## config.mk

```make
export PLATFORM = sky130hd
export DESIGN_NAME = fetch_stage
export DESIGN_NICKNAME = d
export VERILOG_FILES = /design/src/rtl/fetch_stage.sv
export SDC_FILE = /design/constraint.sdc
export NUM_CORES = 1
export LEC_CHECK = 0
export CORE_ASPECT_RATIO = 1.25
export CORE_MARGIN = 2
export CORE_UTILIZATION = 41
export CTS_BUF_LIST = sky130_fd_sc_hd__clkbuf_4
export CTS_CLUSTER_DIAMETER = 120
export DETAILED_ROUTE_END_ITERATION = 8
export HOLD_SLACK_MARGIN = 0.12
export PLACE_DENSITY = 0.82
export SKIP_LAST_GASP = 1
export SYNTH_ARGS = -nofsm -noshare
export SYNTH_HDL_FRONTEND = slang
export SYNTH_SLANG_ARGS = --single-unit
```

## constraint.sdc

```tcl
create_clock -name clk -period 1.9 [get_ports clk]
set_clock_uncertainty 0.05 [all_clocks]
set_input_delay 0.19 -clock clk [delete_from_list [all_inputs] [get_ports clk]]
set_output_delay 0.19 -clock clk [all_outputs]
set_load 0.02 [all_outputs]
```

## src/rtl/fetch_stage.sv

```systemverilog
// Instruction-fetch stage: PC register, instruction-memory request/response
// handshake, and the IF/ID pipeline register. A two-state FSM (FETCH/DRAIN)
// discards a stale memory response that was still outstanding when a branch
// redirected the fetch stream.
module fetch_stage #(
  parameter int                 ADDR_W   = 32,
  parameter int                 INSTR_W  = 32,
  parameter logic [ADDR_W-1:0]  RESET_PC = '0
) (
  input  logic               clk,
  input  logic               rst,
  input  logic               freeze,
  input  logic               branch_taken,
  input  logic [ADDR_W-1:0]  branch_addr,
  output logic               imem_req,
  output logic [ADDR_W-1:0]  imem_addr,
  input  logic               imem_ready,
  input  logic [INSTR_W-1:0] imem_rdata,
  output logic [ADDR_W-1:0]  pc_id,
  output logic [INSTR_W-1:0] instr_id,
  output logic               valid_id
);

  typedef enum logic {
    S_FETCH = 1'b0,
    S_DRAIN = 1'b1
  } state_t;

  state_t               state_q, state_d;
  logic [ADDR_W-1:0]    pc_q, pc_d;
  logic [ADDR_W-1:0]    pc_id_q, pc_id_d;
  logic [INSTR_W-1:0]   instr_id_q, instr_id_d;
  logic                 valid_id_q, valid_id_d;
  logic [ADDR_W-1:0]    pc_plus4;

  // Sequential PC increment; wraps modulo 2^ADDR_W by construction.
  assign pc_plus4 = pc_q + ADDR_W'(4);

  // FSM state register.
  always_ff @(posedge clk) begin
    if (rst) begin
      state_q <= S_FETCH;
    end else begin
      state_q <= state_d;
    end
  end

  // FSM next-state: a redirect with no response in the same cycle leaves a
  // stale request in flight, so DRAIN until memory answers it.
  always_comb begin
    state_d = state_q;
    if (branch_taken) begin
      state_d = imem_ready ? S_FETCH : S_DRAIN;
    end else if (state_q == S_DRAIN) begin
      if (imem_ready) begin
        state_d = S_FETCH;
      end
    end
  end

  // FSM outputs: request only while fetching; the address is always the PC.
  always_comb begin
    imem_req  = (state_q == S_FETCH);
    imem_addr = pc_q;
  end

  // Next PC and IF/ID contents, in priority order: redirect, drain, freeze,
  // accepted response, memory wait.
  always_comb begin
    pc_d       = pc_q;
    pc_id_d    = pc_id_q;
    instr_id_d = instr_id_q;
    valid_id_d = valid_id_q;
    if (branch_taken) begin
      // Redirect beats freeze; the newest target always wins.
      pc_d       = branch_addr;
      pc_id_d    = '0;
      instr_id_d = '0;
      valid_id_d = 1'b0;
    end else if (state_q == S_DRAIN) begin
      // Stale response is never written; insert a bubble unless ID is frozen.
      if (!freeze) begin
        instr_id_d = '0;
        valid_id_d = 1'b0;
      end
    end else if (freeze) begin
      // Hold everything; a response arriving now is dropped and the same PC
      // stays on the bus to be re-requested.
    end else if (imem_ready) begin
      pc_d       = pc_plus4;
      pc_id_d    = pc_plus4;
      instr_id_d = imem_rdata;
      valid_id_d = 1'b1;
    end else begin
      // Memory wait state: PC (and therefore imem_addr) must stay stable.
      instr_id_d = '0;
      valid_id_d = 1'b0;
    end
  end

  // PC and IF/ID pipeline register.
  always_ff @(posedge clk) begin
    if (rst) begin
      pc_q       <= RESET_PC;
      pc_id_q    <= '0;
      instr_id_q <= '0;
      valid_id_q <= 1'b0;
    end else begin
      pc_q       <= pc_d;
      pc_id_q    <= pc_id_d;
      instr_id_q <= instr_id_d;
      valid_id_q <= valid_id_d;
    end
  end

  assign pc_id    = pc_id_q;
  assign instr_id = instr_id_q;
  assign valid_id = valid_id_q;

endmodule

```

==> impl_results.md <==
- CP required: 2.21 ns
- Critical Setup Path Class: reg -> reg
- Synthesized area: 0.00427 mm2
- Area of the die: 0.0112 mm2
- I/O pin cnt: 167
- First-pass DRT Iterations: 5
- GP Congestion: 0.859
- Leakage: 0.00250 uW
- H-tree Lvls: 3
- Post-synth top area cell: dfxtp_1
- EDFF count, synth: 0
- HP Class: in -> reg
- Ys flop type: dfxtp_1
- Hold_ws: 0.226 ns
- Critical path arrival: 2.16 ns
- CP max-delay cell: dfxtp_2
- Syn nets: 542
- Kind of cell adding the most delay to the critical path: simple AND/OR/NAND/NOR gates
- Unrepaired setup endpoints after global routing: true
- Ys Warns: 0
- CP cell instances: and4_2 > and4_1 > buf_12 > nand4_1 > xor2_1 > a211oi_1
- Cell with the most instances after synthesis: dfxtp_1
- Largest cells by area after synthesis: dfxtp_1 (46%), xnor2_1 (6.8%), a22o_1 (6.6%)
- Max cap viols: 0
- Clk pin slew, worst setup/hold paths: 0.16 ns
- Residual DRC: 0
- Layout cells sized above 1: 15.0%
- Period minus WS final: 1.84 ns
- Power Dens Cells: 615 mW/mm2
- Worst slew pin tran: 0.480 ns
- CTS Buf Count: 9
- Placed cell count: 779
- Status: completed
- Die X: 95.2 um
- Largest net degree at the start of global routing: 34
- Max Buffers Root-to-Sink: 2
- Register area share after synthesis: 46.0%
- Initial antenna violation count: 0
- Mapped Cells: 472
- FP Rows: 41
- Final setup viols: 0
- Startpoint Class: flip-flop
- Vias per cell: 5.29
- 1st-iter DRT viols: 184
- Flops & latches, synth: 98
- Worst VDD drop: 0.262 mV
- CP Max Fanout: 15
- Hold Crit Start: branch_addr[5]
- Syn avg cell area: 9.04 um2
- Share of the synthesized area in the top cell type: 46.0%
- CTS tree: yes
- Die height: 118 um
- Crit path largest cell delay: 0.46 ns
- # port buffers: 166
- Final #Nets: 732
- Period utilization: 97.1%
- Starting Density: 42.2%
- Final hold vios: 0
- Detailed Place HPWL: 9.86 mm
- CP bufs+invs: 1
- Synthesis-to-layout area growth: 54.0%
- Antenna viol nets, final: 0
- DR vias: 4208
- Post-synth ARST share: 0%
- All-Layer GR Usage: 22.5%
- Final core area utilization: 65.0%
- Detailed-route wire length per cell: 16.3 um
- Number of global-route vias before repair: 4103
- Non-filler cells, final: 796
- Worst flop-to-flop path startpoint: imem_addr[4]
- Slew Viols, Final: 0
- Netlist cell types: 40
- CP startpoint: imem_addr[4]
- Hold_buf cts: 0
- FILL cells: 854
- Final WL: 13.0 mm
- Endpoint class of the critical path: flip-flop
- Root buf cell: clkbuf_4
- GRT Residual Overflow: 0
- Max-slew headroom: 67.8%
- First-pass GRT wire length: 20.0 mm
- Fmax: 542 MHz
- Clk Latency, worst-skew pair: 0.45 ns
- CORE AREA: 0.0101 mm2
- TritonCTS sink count: 98
- Final Total Pwr: 4040 uW
- Antenna fix cells: 0
- Post-synth top cells: dfxtp_1 (98), nor2_1 (48), a21oi_1 (35), nand2_1 (34), xnor2_1 (33)
==> cell families after synthesis <==
logic type	after synthesis	share of synthesized area [%]
DFF	98	46.0
xor gates and xnor gates	53	10.9
buffers and inverters	48	5.16
and+or+nand+nor	148	18.2
muxes	3	0.704
adders and majority gates	1	0.293
AOI/OAI and AO/OA	121	18.7
==> state kept, by name, summed over array words and instances (netlist names) <==
name       cells
instr_id      32
imem_addr     32
valid_id       1
pc_id         32
state_q        1
==> repair_timing <==
action                     CTS  global route
setup endpoints to repair    7            22
buffers inserted             0             1
resized for setup            5            19
pin swaps                    0             2
==> where the power goes <==
part	leakage [uW]	switching [uW]	total, uW	internal (uW)
sequential	0.000803	65.8	2200	2140
clock	0.0000664	738	1020	281
combinational	0.00163	385	814	429
==> layer usage <==
metal  global-route usage, %  vias up  wire length, um
met5                       0        -                0
met2                    37.9      150             6470
li1                        -     2043                -
met1                    28.3     1999             5430
met4                    7.97        0              189
met3                    4.23       16              927
==> worst register-to-register path: cells and delay by family (launching register included) <==
kind / cells / cell delay (ns)
AND/OR/NAND/NOR: 3 / 0.69
XOR/XNOR: 1 / 0.15
AO/OA/AOI/OAI: 1 / 0.25
flip-flops: 1 / 0.46
buffers and inverters: 1 / 0.16
==> layout by cell type (no fill, tap or decap), types with 5 or more instances in the layout <==
cell	instances
clkdlybuf4s50_1	154
dfxtp_1	91
buf_4	53
nor2_1	47
a21oi_1	35
nand2_1	34
xnor2_1	33
a22o_1	32
o21ai_0	26
a211oi_1	20
nand3_1	19
xor2_1	19
nand4_1	11
clkbuf_4	9
dlymetal6s2s_1	9
dfxtp_2	7
nor3_1	6
buf_12	5
==> cell type report <==
cell class	count	area [um2]	share of cell area (%)
well taps	129	161	2.46
flip-flops and latches	98	1970	30.0
clock inverters	7	51.3	0.781
clock buffers	9	67.6	1.03
repair buffers	224	2180	33.2
inverters	3	11.3	0.171
multi-input cells	326	2130	32.4
==> stage by stage <==
| stage | area (um2) | setup TNS [ns] | setup WS, ns |
|---|---|---|---|
| floorplan | 4280 | 0 | 0.00184 |
| global placement | 6380 | -0.315 | -0.0929 |
| detailed placement | 6380 | -1.11 | -0.143 |
| CTS | 6500 | 0 | 0.00957 |
| global route | 6570 | -0.0706 | -0.0383 |
| finish | 6570 | 0 | 0.0555 |
==> path summary, 6_finish.rpt <==
check | end | cells past startpoint | slack [ns]
max | imem_addr[23] | 6 | 0.06
max reg2reg | imem_addr[23] | 6 | 0.06
min reg2reg | valid_id | 2 | 0.41
min | imem_addr[5] | 3 | 0.23
No activity file was read; power rests on OpenSTA's default activity.
